### src/rtl/controle_multiciclo_if.sv
// Bundle between the multicycle controller and its datapath/memory:
// decode inputs, memory handshake and the per-cycle control lines.
interface controle_multiciclo_if;
  logic [6:0] opcode;
  logic [2:0] funct3;
  logic       zero;
  logic       mem_ready;

  logic       pc_write;
  logic       ir_write;
  logic       reg_write;
  logic       mem_read;
  logic       mem_write;
  logic       mem_addr_sel;
  logic       pc_source;
  logic       illegal;
  logic [1:0] alu_src_a;
  logic [1:0] alu_src_b;
  logic [1:0] alu_op;
  logic [1:0] mem_to_reg;

  modport master (
    input  opcode, funct3, zero, mem_ready,
    output pc_write, ir_write, reg_write, mem_read, mem_write, mem_addr_sel,
           pc_source, illegal, alu_src_a, alu_src_b, alu_op, mem_to_reg
  );

  modport slave (
    output opcode, funct3, zero, mem_ready,
    input  pc_write, ir_write, reg_write, mem_read, mem_write, mem_addr_sel,
           pc_source, illegal, alu_src_a, alu_src_b, alu_op, mem_to_reg
  );
endinterface

### src/rtl/controle_multiciclo.sv
// Multicycle RISC-V style control unit: sequences fetch/decode/execute,
// waits on memory handshakes and counts retired instructions.
//
// state     | meaning
// FETCH     | read instruction at PC, PC <= PC+4 on mem_ready
// DECODE    | dispatch on opcode, precompute branch target
// MEM_ADDR  | rs1 + imm effective address
// MEM_READ  | load access, held until mem_ready
// MEM_WB    | write MDR into rd
// MEM_WRITE | store access, held until mem_ready
// EXEC_R    | register-register ALU op
// EXEC_I    | register-immediate ALU op
// ALU_WB    | write ALUOut into rd
// BRANCH    | compare, conditionally load target
// JAL       | link and jump
// HALT      | unknown opcode/funct3, parked until reset
module controle_multiciclo #(
  parameter int CNT_W = 32
) (
  input  logic                 clock,
  input  logic                 reset,
  controle_multiciclo_if.master bus,
  output logic [3:0]           estado,
  output logic [CNT_W-1:0]     instr_count
);

  typedef enum logic [3:0] {
    FETCH     = 4'd0,
    DECODE    = 4'd1,
    MEM_ADDR  = 4'd2,
    MEM_READ  = 4'd3,
    MEM_WB    = 4'd4,
    MEM_WRITE = 4'd5,
    EXEC_R    = 4'd6,
    EXEC_I    = 4'd7,
    ALU_WB    = 4'd8,
    BRANCH    = 4'd9,
    JAL       = 4'd10,
    HALT      = 4'd11
  } state_t;

  state_t state, nxt;

  always_comb begin
    nxt = state;
    case (state)
      FETCH:     if (bus.mem_ready) nxt = DECODE;
      DECODE: begin
        case (bus.opcode)
          7'b0110011:             nxt = EXEC_R;
          7'b0010011:             nxt = EXEC_I;
          7'b0000011, 7'b0100011: nxt = MEM_ADDR;
          7'b1100011:             nxt = BRANCH;
          7'b1101111:             nxt = JAL;
          default:                nxt = HALT;
        endcase
      end
      MEM_ADDR:  nxt = (bus.opcode == 7'b0000011) ? MEM_READ : MEM_WRITE;
      MEM_READ:  if (bus.mem_ready) nxt = MEM_WB;
      MEM_WB:    nxt = FETCH;
      MEM_WRITE: if (bus.mem_ready) nxt = FETCH;
      EXEC_R:    nxt = ALU_WB;
      EXEC_I:    nxt = ALU_WB;
      ALU_WB:    nxt = FETCH;
      BRANCH:    nxt = (bus.funct3 == 3'b000 || bus.funct3 == 3'b001) ? FETCH : HALT;
      JAL:       nxt = FETCH;
      HALT:      nxt = HALT;
      default:   nxt = HALT;
    endcase
  end

  // A retire is any entry into FETCH; FETCH waiting on itself is not one.
  always_ff @(posedge clock or negedge reset) begin
    if (!reset) begin
      state       <= FETCH;
      instr_count <= '0;
    end else begin
      state <= nxt;
      if (nxt == FETCH && state != FETCH)
        instr_count <= instr_count + CNT_W'(1);
    end
  end

  always_comb begin
    bus.pc_write     = 1'b0;
    bus.ir_write     = 1'b0;
    bus.reg_write    = 1'b0;
    bus.mem_read     = 1'b0;
    bus.mem_write    = 1'b0;
    bus.mem_addr_sel = 1'b0;
    bus.pc_source    = 1'b0;
    bus.illegal      = 1'b0;
    bus.alu_src_a    = 2'b00;
    bus.alu_src_b    = 2'b00;
    bus.alu_op       = 2'b00;
    bus.mem_to_reg   = 2'b00;
    case (state)
      FETCH: begin
        // mem_ready must not latch IR/PC while reset is held
        bus.mem_read  = 1'b1;
        bus.alu_src_b = 2'b01;
        bus.ir_write  = bus.mem_ready & reset;
        bus.pc_write  = bus.mem_ready & reset;
      end
      DECODE: begin
        bus.alu_src_a = 2'b10;
        bus.alu_src_b = 2'b10;
      end
      MEM_ADDR: begin
        bus.alu_src_a = 2'b01;
        bus.alu_src_b = 2'b10;
      end
      MEM_READ: begin
        bus.mem_read     = 1'b1;
        bus.mem_addr_sel = 1'b1;
      end
      MEM_WB: begin
        bus.reg_write  = 1'b1;
        bus.mem_to_reg = 2'b01;
      end
      MEM_WRITE: begin
        bus.mem_write    = 1'b1;
        bus.mem_addr_sel = 1'b1;
      end
      EXEC_R: begin
        bus.alu_src_a = 2'b01;
        bus.alu_op    = 2'b10;
      end
      EXEC_I: begin
        bus.alu_src_a = 2'b01;
        bus.alu_src_b = 2'b10;
        bus.alu_op    = 2'b11;
      end
      ALU_WB: bus.reg_write = 1'b1;
      BRANCH: begin
        bus.alu_src_a = 2'b01;
        bus.alu_op    = 2'b01;
        bus.pc_source = 1'b1;
        if (bus.funct3 == 3'b000)      bus.pc_write = bus.zero;
        else if (bus.funct3 == 3'b001) bus.pc_write = ~bus.zero;
      end
      JAL: begin
        bus.reg_write  = 1'b1;
        bus.mem_to_reg = 2'b10;
        bus.pc_write   = 1'b1;
        bus.pc_source  = 1'b1;
      end
      HALT:    bus.illegal = 1'b1;
      default: bus.illegal = 1'b1;
    endcase
  end

  assign estado = state;

endmodule

### src/flat_wrapper.sv
// flat-port wrapper written by rule: the top's interface ports become plain ports
module controle_multiciclo_flat 
#(
  parameter int CNT_W = 32
)
  (clock, reset, estado, instr_count, bus_opcode, bus_funct3, bus_zero, bus_mem_ready, bus_pc_write, bus_ir_write, bus_reg_write, bus_mem_read, bus_mem_write, bus_mem_addr_sel, bus_pc_source, bus_illegal, bus_alu_src_a, bus_alu_src_b, bus_alu_op, bus_mem_to_reg);
  controle_multiciclo_if bus_i ();
  input  logic clock;
  input  logic reset;
  output logic [3:0] estado;
  output logic [CNT_W-1:0] instr_count;
  input wire logic [$bits(bus_i.opcode)-1:0] bus_opcode;
  input wire logic [$bits(bus_i.funct3)-1:0] bus_funct3;
  input wire logic [$bits(bus_i.zero)-1:0] bus_zero;
  input wire logic [$bits(bus_i.mem_ready)-1:0] bus_mem_ready;
  output wire logic [$bits(bus_i.pc_write)-1:0] bus_pc_write;
  output wire logic [$bits(bus_i.ir_write)-1:0] bus_ir_write;
  output wire logic [$bits(bus_i.reg_write)-1:0] bus_reg_write;
  output wire logic [$bits(bus_i.mem_read)-1:0] bus_mem_read;
  output wire logic [$bits(bus_i.mem_write)-1:0] bus_mem_write;
  output wire logic [$bits(bus_i.mem_addr_sel)-1:0] bus_mem_addr_sel;
  output wire logic [$bits(bus_i.pc_source)-1:0] bus_pc_source;
  output wire logic [$bits(bus_i.illegal)-1:0] bus_illegal;
  output wire logic [$bits(bus_i.alu_src_a)-1:0] bus_alu_src_a;
  output wire logic [$bits(bus_i.alu_src_b)-1:0] bus_alu_src_b;
  output wire logic [$bits(bus_i.alu_op)-1:0] bus_alu_op;
  output wire logic [$bits(bus_i.mem_to_reg)-1:0] bus_mem_to_reg;
  assign bus_i.opcode = bus_opcode;
  assign bus_i.funct3 = bus_funct3;
  assign bus_i.zero = bus_zero;
  assign bus_i.mem_ready = bus_mem_ready;
  assign bus_pc_write = bus_i.pc_write;
  assign bus_ir_write = bus_i.ir_write;
  assign bus_reg_write = bus_i.reg_write;
  assign bus_mem_read = bus_i.mem_read;
  assign bus_mem_write = bus_i.mem_write;
  assign bus_mem_addr_sel = bus_i.mem_addr_sel;
  assign bus_pc_source = bus_i.pc_source;
  assign bus_illegal = bus_i.illegal;
  assign bus_alu_src_a = bus_i.alu_src_a;
  assign bus_alu_src_b = bus_i.alu_src_b;
  assign bus_alu_op = bus_i.alu_op;
  assign bus_mem_to_reg = bus_i.mem_to_reg;
  controle_multiciclo #(.CNT_W(CNT_W)) u_core (.clock(clock), .reset(reset), .bus(bus_i), .estado(estado), .instr_count(instr_count));
endmodule
### config.mk
export PLATFORM = sky130hd
export DESIGN_NAME = controle_multiciclo_flat
export DESIGN_NICKNAME = d
export VERILOG_FILES = /design/src/rtl/controle_multiciclo_if.sv /design/src/rtl/controle_multiciclo.sv /design/src/flat_wrapper.sv
export SDC_FILE = /design/constraint.sdc
export NUM_CORES = 1
export LEC_CHECK = 0
export ABC_AREA = 1
export ABC_CLOCK_PERIOD_IN_PS = 1900
export BUFFER_PORTS_ARGS = -buffer_cell sky130_fd_sc_hd__buf_4
export CAP_MARGIN = 20
export CORE_UTILIZATION = 35
export DETAILED_ROUTE_END_ITERATION = 7
export PLACE_DENSITY = 0.63
export SKIP_LAST_GASP = 1
export SLEW_MARGIN = 10
export SYNTH_ARGS = -nofsm -noshare
export SYNTH_HDL_FRONTEND = slang
export SYNTH_SLANG_ARGS = --single-unit
### constraint.sdc
create_clock -name clock -period 1.9 [get_ports clock]
set_clock_uncertainty 0.05 [all_clocks]
set_input_delay 0.19 -clock clock [delete_from_list [all_inputs] [get_ports clock]]
set_output_delay 0.19 -clock clock [all_outputs]
set_load 0.03 [all_outputs]
=== Word level (Yosys, flattened, before mapping) ===
Cells that the tools add are included.

* Multiply operators: 0
* Reductions and logical operators: 15
* Shifts and indexed selects: 0
* $lt $le $gt $ge: 0
* Bitwise logic cells: 2
* Equal/unequal tests: 17
* Multiplexer cells: 21
* Div/mod/pow operators: 0
* Add/subtract/negate cells: 1

{| class="wikitable"
|+ Operators with widths
! operator !! number
|-
| 32-bit by 1-bit adder with 32-bit output, second input constant || 1
|-
| 4-bit one-hot mux with 8 select lines || 1
|-
| 4-bit one-hot mux with 5 select lines || 1
|-
| 4-bit by 3-bit equality test with 1-bit output, second input constant || 4
|-
| 4-bit 2-to-1 mux || 4
|-
| 7-bit by 6-bit equality test with 1-bit output, second input constant || 2
|-
| 7-bit equality test, second input constant || 2
|-
| 4-bit equality test, second input constant || 3
|-
| 2-bit one-hot mux with 2 select lines || 3
|-
| 11-bit OR reduction || 1
|-
| 2-bit OR reduction || 5
|-
| 1-bit 2-to-1 mux || 9
|-
| 4-bit by 2-bit equality test with 1-bit output, second input constant || 2
|-
| 4-bit zero test || 2
|-
| 7-bit by 2-bit equality test with 1-bit output, second input constant || 1
|-
| 7-bit by 5-bit equality test with 1-bit output, second input constant || 1
|-
| 2-bit one-hot mux with 3 select lines || 1
|-
| 3-bit OR reduction || 2
|-
| 4-bit by 1-bit equality test with 1-bit output, second input constant || 1
|-
| 4-bit nonzero test || 1
|-
| 4-bit OR reduction || 1
|-
| 3-bit by 1-bit equality test with 1-bit output, second input constant || 1
|-
| 3-bit zero test || 1
|-
| 3-bit 2-to-1 mux || 1
|-
| 5 further kinds || 5
|}

* Memories: 0
* Memory bits (read-only): 0
* Bits in registers: 36
* Input bits: 14
* Latch bits: 0
* RAM bits: 0

=== Depth between registers and ports, before layout ===
Gate-level depths: netlist (run 1).

* Depth in word-level cells: 6
* Mapped depth: 12
* Gate-level depth less buffers: 11

=== Least setup slack after synthesis (run 1) ===
OpenSTA, ideal clock, no wires.

* Path kind: register to output
* Start point: register u_core.state[0] (netlist: u_core.estado[0])
* End point: output bus_pc_write
* Stages on the path, launching flop included: 5
* Path slack: -0.424 ns
* Arrival: 2.084 ns
* Path through: dfrtp_1 nand2_1 nor2_1 inv_1 o311ai_0

* Longest elaborated chain between the ends: 2
* Elaborated cells between the ends (all ways): 4
* Classes of those cells: 2 x eq/ne; 1 x mux; 1 x reduce/logical

{| class="wikitable"
|+ RTL lines
! item !! line !! text
|-
| from (decl) || controle_multiciclo.sv:42 || <nowiki>state_t state, nxt;</nowiki>
|-
| from (signal assigned) || controle_multiciclo.sv:78 || <nowiki>state <= nxt;</nowiki>
|-
| 4-bit equality test / 4-bit zero test (equally long branches) || controle_multiciclo.sv:97 || <nowiki>case (state)</nowiki>
|-
| 1-bit one-hot mux with 3 select lines * || controle_multiciclo.sv:97 ||
|-
| to (decl) || flat_wrapper.sv:16 || <nowiki>output wire logic [$bits(bus_i.pc_write)-1:0] bus_pc_write;</nowiki>
|}

Mark *: on every way between the ends. The rest lies on a longest branch, timed or not.

=== Worst setup path after layout (run 1) ===
* Start point: register u_core.state[1] (netlist: u_core.estado[1])
* End point: output bus_pc_write

Same word-level chain as after synthesis.

==> impl_metrics.xml, run 1 <==
<?xml version="1.0" encoding="UTF-8"?>
<metrics>
  <group name="sta">
    <metric name="setup_viol" unit="">0</metric>
    <metric name="period_needed" unit="ns">1.85</metric>
    <metric name="fmax" unit="MHz">540</metric>
    <metric name="finalCritPeriodShare" unit="">0.974</metric>
    <metric name="max_slew.worst_pin.slew" unit="ns">0.474</metric>
    <metric name="timing.max_slew.rel_slack" unit="">0.684</metric>
    <metric name="finalHoldViolCount" unit="">0</metric>
    <metric name="total_count_of_max_transition_violations_in_the_final_report" unit="">0</metric>
  </group>
  <group name="worst_setup_path">
    <metric name="r2r_cells" unit="">11</metric>
    <metric name="path_class" unit="">flop to primary output</metric>
    <metric name="data_arrival_critical_path" unit="ns">1.61</metric>
    <metric name="worstReg2RegEnd" unit="">u_core.instr_count[25]</metric>
    <metric name="critPathSlowestCell" unit="">sky130_fd_sc_hd__dfrtp_2</metric>
    <metric name="regToRegSetupSlack" unit="ns">0.08</metric>
    <metric name="cp.buffers_inverters" unit="">2</metric>
    <metric name="critPathCaptureType" unit="">primary output</metric>
    <metric name="cpPeakStageDelay" unit="ns">0.46</metric>
    <metric name="path_cells" unit="">nor2_1 &gt; nand2_1 &gt; inv_1 &gt; nand3_1 &gt; o311ai_2 &gt; buf_4</metric>
    <metric name="startpoint_type" unit="">flop</metric>
    <metric name="worst_ep_required_time" unit="ns">1.66</metric>
    <metric name="r2r_start" unit="">u_core.estado[1]</metric>
    <metric name="critPathMaxFanout" unit="">7</metric>
    <metric name="crit_family" unit="">flip-flops</metric>
  </group>
  <group name="power">
    <metric name="p_leak" unit="uW">0.00193</metric>
    <metric name="internal-power" unit="uW">1090</metric>
    <metric name="combinationalPowerShare" unit="">0.041</metric>
    <metric name="powerDensity" unit="nW/um^2">389</metric>
    <metric name="power.switching" unit="uW">306</metric>
    <metric name="worst_ir_drop_vdd" unit="uV">226</metric>
    <metric name="seqPwrFrac" unit="">0.550</metric>
    <metric name="clock_power_share" unit="">0.409</metric>
    <metric name="switching_share" unit="">0.219</metric>
  </group>
  <group name="grt">
    <metric name="grt_first_pass_wirelength" unit="um">13200</metric>
    <metric name="number_of_antenna_violations_at_the_first_check_in_global_routing" unit="">0</metric>
    <metric name="overflow" unit="">0</metric>
    <metric name="vias_in_the_first_global_route" unit="">2758</metric>
    <metric name="grt_util_all_layers" unit="">0.199</metric>
    <metric name="largest_net_degree_at_the_start_of_global_routing" unit="">37</metric>
  </group>
  <group name="placement">
    <metric name="gp_congestion" unit="">0.912</metric>
    <metric name="io_buffers" unit="">65</metric>
    <metric name="place.detailed.hpwl" unit="um">6070</metric>
    <metric name="dp.cells" unit="">604</metric>
  </group>
  <group name="detailed_routing">
    <metric name="met3WireLength" unit="um">329</metric>
    <metric name="via_per_inst" unit="">4.86</metric>
    <metric name="wl_met2" unit="um">3990</metric>
    <metric name="postRouteAntennaNets" unit="">0</metric>
    <metric name="detailedRoute.firstIterationViolations" unit="">141</metric>
    <metric name="routed_wirelength" unit="um">8110</metric>
    <metric name="vias" unit="">2993</metric>
    <metric name="drt-pass1-iter-count" unit="">4</metric>
    <metric name="drc" unit="">0</metric>
    <metric name="maxUsedRoutingLayer" unit="">met4</metric>
    <metric name="wire_per_inst" unit="um">13.2</metric>
    <metric name="detailed_routing_wirelength_on_met1" unit="um">3690</metric>
  </group>
  <group name="clock_tree">
    <metric name="cts_tree" unit="">yes</metric>
    <metric name="insertion_delay" unit="ns">0.29</metric>
    <metric name="clock-root-buffer" unit="">sky130_fd_sc_hd__clkbuf_8</metric>
    <metric name="htreeDepth" unit="">2</metric>
    <metric name="clock_sink_count" unit="">36</metric>
    <metric name="clock_tree.buffer_depth" unit="">2</metric>
    <metric name="cts_buffers" unit="">5</metric>
    <metric name="clk_transition_reported_paths" unit="ns">0.07</metric>
  </group>
  <group name="synthesis">
    <metric name="synthesis.area_per_instance" unit="um^2">6.24</metric>
    <metric name="synth_fp_nets" unit="">450</metric>
    <metric name="synth-warning-count" unit="">0</metric>
    <metric name="netlist.top_cell.by_area" unit="">sky130_fd_sc_hd__dfrtp_1</metric>
    <metric name="synth-adder-area-share" unit="">0.00461</metric>
    <metric name="netlist.area_leader.share" unit="">0.332</metric>
    <metric name="synth-edff-count" unit="">0</metric>
    <metric name="muxShareOfSynthArea" unit="">0</metric>
    <metric name="synth_sequential_area_ratio" unit="">0.332</metric>
    <metric name="synth.top_cells.by_area" unit="">sky130_fd_sc_hd__dfrtp_1 33%, sky130_fd_sc_hd__nand2_1 26%, sky130_fd_sc_hd__nand3_1 9.2%, sky130_fd_sc_hd__nor2_1 6.8%, sky130_fd_sc_hd__inv_1 5.4%</metric>
    <metric name="ys_async_sr_fraction" unit="">1.00</metric>
    <metric name="postSynth.topFlopCell" unit="">sky130_fd_sc_hd__dfrtp_1</metric>
    <metric name="synth-xor-area-share" unit="">0.0516</metric>
    <metric name="synth.ff_latch_count" unit="">36</metric>
    <metric name="synth_compound_area_frac" unit="">0.0115</metric>
    <metric name="combinational_family_with_the_most_area_after_synthesis" unit="">simple AND/OR/NAND/NOR gates</metric>
    <metric name="synth_simple_gate_area_frac" unit="">0.505</metric>
    <metric name="synth_most_common_cell" unit="">sky130_fd_sc_hd__nand2_1</metric>
    <metric name="netlist_instances" unit="">435</metric>
    <metric name="synthTopCellsByCount" unit="">188 x sky130_fd_sc_hd__nand2_1, 50 x sky130_fd_sc_hd__nand3_1, 49 x sky130_fd_sc_hd__nor2_1, 39 x sky130_fd_sc_hd__inv_1, 36 x sky130_fd_sc_hd__dfrtp_1</metric>
    <metric name="yosys.cell_types.count" unit="">24</metric>
    <metric name="mappedNetlistArea" unit="um^2">2720</metric>
  </group>
  <group name="floorplanning">
    <metric name="pin_count" unit="">66</metric>
    <metric name="dieArea" unit="um^2">8110</metric>
    <metric name="rows" unit="">31</metric>
    <metric name="die_width" unit="um">90.1</metric>
    <metric name="initial_utilization" unit="">0.368</metric>
    <metric name="placeableCoreArea" unit="um^2">7370</metric>
    <metric name="chipHeight" unit="um">90.1</metric>
  </group>
  <group name="hold_path">
    <metric name="whs_endpoint" unit="">u_core.estado[2]</metric>
    <metric name="hp-class" unit="">input pin to flop</metric>
    <metric name="hold_depth" unit="">5</metric>
    <metric name="hp-start" unit="">bus_mem_ready</metric>
  </group>
  <group name="final_layout">
    <metric name="final_standard_cell_utilization_of_the_core" unit="">0.486</metric>
    <metric name="final-instance-count-excl-fill" unit="">616</metric>
    <metric name="count_of_inserted_antenna_diode_cells" unit="">0</metric>
    <metric name="drive_above_1_share" unit="">0.230</metric>
    <metric name="layout.nets" unit="">531</metric>
    <metric name="areaGrowthSynthToFinish" unit="%">31.9</metric>
  </group>
  <group name="outcome">
    <metric name="status" unit="">completed</metric>
  </group>
  <group name="flow_run">
    <metric name="maxCapViolations" unit="">0</metric>
  </group>
</metrics>
==> placed cells by master (no fill, tap or decap), types with 5 or more instances in the layout <==
cell / instances
sky130_fd_sc_hd__dfrtp_1: 30
sky130_fd_sc_hd__xor2_1: 12
sky130_fd_sc_hd__nor2_2: 5
sky130_fd_sc_hd__inv_1: 39
sky130_fd_sc_hd__inv_2: 9
sky130_fd_sc_hd__nand3b_1: 11
sky130_fd_sc_hd__dfrtp_2: 6
sky130_fd_sc_hd__nor3_1: 9
sky130_fd_sc_hd__clkbuf_8: 6
sky130_fd_sc_hd__nand3_1: 50
sky130_fd_sc_hd__nand4_1: 5
sky130_fd_sc_hd__buf_4: 75
sky130_fd_sc_hd__nand2_1: 188
sky130_fd_sc_hd__nor2_1: 43
==> flip-flops by register name, summed over array words and instances (netlist names) <==
register / flops
u_core.instr_count: 32
u_core.estado: 4
==> how the worst max path moves through the flow <==
| stage | start | endpoint | slack, ns | cells after the start |
|---|---|---|---|---|
| after global placement | u_core.estado[3] | u_core.instr_count[1] | 0.1 | 9 |
| after floorplan | u_core.estado[0] | bus_pc_write | -0.11 | 4 |
| after CTS | u_core.estado[1] | bus_pc_write | 0.04 | 6 |
| after detailed placement | u_core.estado[3] | u_core.instr_count[22] | 0.07 | 9 |
| after global routing | u_core.estado[0] | u_core.instr_count[22] | -0.05 | 11 |
| final | u_core.estado[1] | bus_pc_write | 0.05 | 6 |
==> per-stage QoR <==
| stage | hold slack [ns] | power (uW) | area, um^2 | setup TNS (ns) | setup WS [ns] |
|---|---|---|---|---|---|
| floorplan | -0.156 | 794 | 2730 | -0.106 | -0.106 |
| global placement | 0.255 | 836 | 3370 | 0 | 0.0976 |
| detailed placement | 0.249 | 838 | 3370 | 0 | 0.0683 |
| CTS | 0.209 | 1400 | 3470 | 0 | 0.0435 |
| global route | 0.249 | 1450 | 3580 | -1.14 | -0.0547 |
| finish | 0.209 | 1390 | 3580 | 0 | 0.0495 |
==> per-layer routing <==
metal | track usage | up-vias
met5 | 0 | -
met4 | 0.0645 | 0
met3 | 0.0288 | 11
met2 | 0.333 | 83
met1 | 0.264 | 1380
li1 | - | 1519
==> tightest hold or removal path, cell delays in order <==
cell and delay [ns]:
sky130_fd_sc_hd__buf_4 0.10, sky130_fd_sc_hd__nand2_1 0.05, sky130_fd_sc_hd__nand2_1 0.06, sky130_fd_sc_hd__inv_1 0.05
sky130_fd_sc_hd__nand3_1 0.07
==> power groups by stage <==
stage          clock (uW)  sequential, uW  combinational [uW]
2_1_floorplan           0             781                13.0
4_1_cts               580             766                58.7
3_5_place_dp            0             781                56.9
5_1_grt               618             765                66.1
6_report              569             766                57.4
3_3_place_gp            0             781                55.7
==> cells by family after synthesis <==
| kind of cell | after synthesis |
|---|---|
| fa+ha+maj | 1 |
| simple gates | 320 |
| compound gates | 5 |
| xor+xnor | 16 |
| flops | 36 |
| buf+inv | 57 |
==> layout make-up <==
type                       instances  area (um^2)
tap                               99          124
timing repair buffer              82          662
multi-input combinational        343         1620
clock buffer                       8         90.1
inverter                          48          180
fill                             796         3790
sequential                        36          908
==> timing repair <==
action | 4_1_cts | 5_1_grt
hold buffers | 1 | 0
endpoints found under the hold margin | 36 | 0
buffers inserted | 0 | 2
resized for setup | 1 | 17
pin swaps | 0 | 2
endpoints found under the setup margin | 1 | 33
gates cloned | 0 | 1
(Power assumes the default switching activity.)
==> run 2: changes to the inputs <==
--- a/config.mk
+++ b/config.mk
@@ -7,12 +7,11 @@
 export LEC_CHECK = 0
 export ABC_AREA = 1
 export ABC_CLOCK_PERIOD_IN_PS = 1900
-export BUFFER_PORTS_ARGS = -buffer_cell sky130_fd_sc_hd__buf_4
 export CAP_MARGIN = 20
 export CORE_UTILIZATION = 35
 export DETAILED_ROUTE_END_ITERATION = 7
-export PLACE_DENSITY = 0.63
-export SKIP_LAST_GASP = 1
+export DONT_BUFFER_PORTS = 1
+export PLACE_DENSITY = 0.56
 export SLEW_MARGIN = 10
 export SYNTH_ARGS = -nofsm -noshare
 export SYNTH_HDL_FRONTEND = slang
==> run 2 against run 1 <==
Global-route usage rose by 0.59 points. Via count fell by 1.6%. Register-to-register slack worse by 0.04 ns. Count of clock-buffer cells in the layout fell by 2. Design area fell by 0.80%. Worst setup slack got worse by 0.010 ns. Sequential share of layout area grew 0.21 points.
==> impl_metrics.xml, run 2 (synthesis results as in run 1) <==
<?xml version="1.0" encoding="UTF-8"?>
<metrics>
  <group name="grt">
    <metric name="vias_in_the_first_global_route" unit="">2701</metric>
    <metric name="largest_net_degree_at_the_start_of_global_routing" unit="">37</metric>
    <metric name="grt_util_all_layers" unit="">0.205</metric>
    <metric name="number_of_antenna_violations_at_the_first_check_in_global_routing" unit="">0</metric>
    <metric name="grt_first_pass_wirelength" unit="um">13400</metric>
    <metric name="overflow" unit="">0</metric>
  </group>
  <group name="floorplanning">
    <metric name="placeableCoreArea" unit="um^2">7370</metric>
    <metric name="pin_count" unit="">66</metric>
    <metric name="chipHeight" unit="um">90.1</metric>
    <metric name="rows" unit="">31</metric>
    <metric name="die_width" unit="um">90.1</metric>
    <metric name="dieArea" unit="um^2">8110</metric>
    <metric name="initial_utilization" unit="">0.368</metric>
  </group>
  <group name="detailed_routing">
    <metric name="drt-pass1-iter-count" unit="">5</metric>
    <metric name="postRouteAntennaNets" unit="">0</metric>
    <metric name="wire_per_inst" unit="um">14.4</metric>
    <metric name="routed_wirelength" unit="um">8590</metric>
    <metric name="drc" unit="">0</metric>
    <metric name="vias" unit="">2944</metric>
    <metric name="detailedRoute.firstIterationViolations" unit="">161</metric>
    <metric name="via_per_inst" unit="">4.93</metric>
  </group>
  <group name="power">
    <metric name="powerDensity" unit="nW/um^2">422</metric>
    <metric name="worst_ir_drop_vdd" unit="uV">263</metric>
    <metric name="p_leak" unit="uW">0.00185</metric>
  </group>
  <group name="worst_setup_path">
    <metric name="startpoint_type" unit="">flop</metric>
    <metric name="critPathCaptureType" unit="">flop</metric>
    <metric name="regToRegSetupSlack" unit="ns">0.04</metric>
    <metric name="crit_family" unit="">simple AND/OR/NAND/NOR gates</metric>
    <metric name="worst_ep_required_time" unit="ns">2.08</metric>
    <metric name="r2r_start" unit="">u_core.estado[0]</metric>
    <metric name="cpPeakStageDelay" unit="ns">0.48</metric>
    <metric name="most_numerous_cell_on_the_critical_path" unit="">sky130_fd_sc_hd__nand2_1</metric>
    <metric name="r2r_cells" unit="">11</metric>
    <metric name="path_class" unit="">flop to flop</metric>
    <metric name="path_cells" unit="">nand2_4 &gt; nor2_2 &gt; nand2_1 &gt; nand2_1 &gt; nor2_1 &gt; nand3_2 &gt; nor2_4 &gt; buf_12 &gt; clkbuf_16 &gt; nand3_1 &gt; nand2_1</metric>
    <metric name="critPathSlowestCell" unit="">sky130_fd_sc_hd__dfrtp_2</metric>
    <metric name="worstReg2RegEnd" unit="">u_core.instr_count[0]</metric>
    <metric name="data_arrival_critical_path" unit="ns">2.04</metric>
    <metric name="critPathMaxFanout" unit="">7</metric>
    <metric name="cp.buffers_inverters" unit="">2</metric>
  </group>
  <group name="clock_tree">
    <metric name="clock-root-buffer" unit="">sky130_fd_sc_hd__clkbuf_8</metric>
    <metric name="htreeDepth" unit="">2</metric>
    <metric name="cts_tree" unit="">yes</metric>
    <metric name="cts_buffers" unit="">5</metric>
    <metric name="clock_sink_count" unit="">36</metric>
    <metric name="insertion_delay" unit="ns">0.30</metric>
    <metric name="clk_transition_reported_paths" unit="ns">0.08</metric>
    <metric name="clock_tree.buffer_depth" unit="">2</metric>
  </group>
  <group name="placement">
    <metric name="gp_congestion" unit="">0.908</metric>
    <metric name="dp.cells" unit="">578</metric>
    <metric name="placed_cell_area" unit="um^2">3180</metric>
    <metric name="place.detailed.hpwl" unit="um">6010</metric>
    <metric name="io_buffers" unit="">0</metric>
  </group>
  <group name="final_layout">
    <metric name="layout.cells.most_common" unit="">sky130_fd_sc_hd__nand2_1</metric>
    <metric name="multi_input_comb_area" unit="um^2">1640</metric>
    <metric name="seq_area" unit="um^2">908</metric>
    <metric name="count_of_inserted_antenna_diode_cells" unit="">0</metric>
    <metric name="layout.cells.most_common_list" unit="">181 x sky130_fd_sc_hd__nand2_1, 53 x sky130_fd_sc_hd__buf_4, 50 x sky130_fd_sc_hd__nand3_1, 41 x sky130_fd_sc_hd__nor2_1, 37 x sky130_fd_sc_hd__inv_1</metric>
    <metric name="final-instance-count-excl-fill" unit="">597</metric>
    <metric name="largest_register_ffs" unit="">32</metric>
    <metric name="fill_cells" unit="">767</metric>
    <metric name="final_standard_cell_utilization_of_the_core" unit="">0.482</metric>
    <metric name="areaGrowthSynthToFinish" unit="%">30.8</metric>
    <metric name="layout.nets" unit="">512</metric>
    <metric name="final_design_area_no_fill" unit="um^2">3550</metric>
    <metric name="top_register" unit="">u_core.instr_count</metric>
    <metric name="drive_above_1_share" unit="">0.223</metric>
  </group>
  <group name="sta">
    <metric name="setup_viol" unit="">0</metric>
    <metric name="total_count_of_max_transition_violations_in_the_final_report" unit="">0</metric>
    <metric name="fmax" unit="MHz">537</metric>
    <metric name="fin_setup_tns" unit="ns">0</metric>
    <metric name="grt_setup_unrepaired" unit="">yes</metric>
    <metric name="period_needed" unit="ns">1.86</metric>
    <metric name="max_slew.worst_pin.slew" unit="ns">0.361</metric>
    <metric name="finalHoldViolCount" unit="">0</metric>
    <metric name="finalCritPeriodShare" unit="">0.979</metric>
    <metric name="timing.max_slew.rel_slack" unit="">0.757</metric>
  </group>
  <group name="flow_run">
    <metric name="maxCapViolations" unit="">0</metric>
  </group>
  <group name="outcome">
    <metric name="status" unit="">completed</metric>
  </group>
  <group name="hold_path">
    <metric name="hold_depth" unit="">4</metric>
    <metric name="hp-start" unit="">bus_mem_ready</metric>
    <metric name="whs_endpoint" unit="">u_core.estado[2]</metric>
    <metric name="hp-class" unit="">input pin to flop</metric>
  </group>
</metrics>
## run 2: cell count changes in the layout (fill, tap and decap cells not counted), sizes merged
cell	before	now
buf	81	59
bufinv	0	1
clkbuf	8	9
clkinv	0	1
## run 2: power breakdown
group	total, uW	switching (uW)	leakage [uW]	internal (uW)
clock network	696	306	0.0000552	390
logic	37.0	25.2	0.00131	11.8
registers	765	0	0.000482	765
## run 2: worst max path at each step
stage	slack (ns)	startpoint	cells past startpoint	endpoint
CTS	0.03	u_core.estado[1]	6	bus_pc_write
finish	0.04	u_core.estado[0]	11	u_core.instr_count[0]
global placement	0.09	u_core.instr_count[0]	10	u_core.instr_count[30]
detailed placement	0.1	u_core.estado[2]	10	u_core.instr_count[31]
global route	-0.05	u_core.estado[0]	11	u_core.instr_count[22]
floorplan	-0.11	u_core.estado[0]	4	bus_pc_write
## run 2: final cells by class
| class | count | area share |
|---|---|---|
| Multi-Input combinational cell | 343 | 0.462 |
| Sequential cell | 36 | 0.256 |
| Timing Repair Buffer | 63 | 0.166 |
| Inverter | 48 | 0.0507 |
| Tap cell | 99 | 0.0349 |
| Clock buffer | 6 | 0.0204 |
| Clock inverter | 2 | 0.00986 |
## run 2: layer usage
metal,share of wire,global-route usage
met4,0.017,0.0672
met2,0.49,0.357
met1,0.44,0.260
met3,0.053,0.0305
met5,0,0
## run 2: tightest hold or removal path, stage by stage
cell,delay [ns]
sky130_fd_sc_hd__nand2_1,0.03
sky130_fd_sc_hd__nand2_1,0.06
sky130_fd_sc_hd__inv_1,0.05
sky130_fd_sc_hd__nand3_1,0.05
## run 2: stage by stage
step	hold WS, ns	power, uW	setup slack [ns]
global route	0.121	1550	-0.0542
CTS	0.0785	1510	0.0339
global placement	-0.155	795	0.0921
finish	0.0756	1500	0.0393
detailed placement	-0.155	796	0.0965
floorplan	-0.156	794	-0.106
## run 2: repair_timing
action                                  4_1_cts  5_1_grt
gates resized for setup                       0       30
endpoints found under the setup margin        0       33
hold buffers                                  2        0
buffers inserted                              0        5
endpoints found under the hold margin        36        0
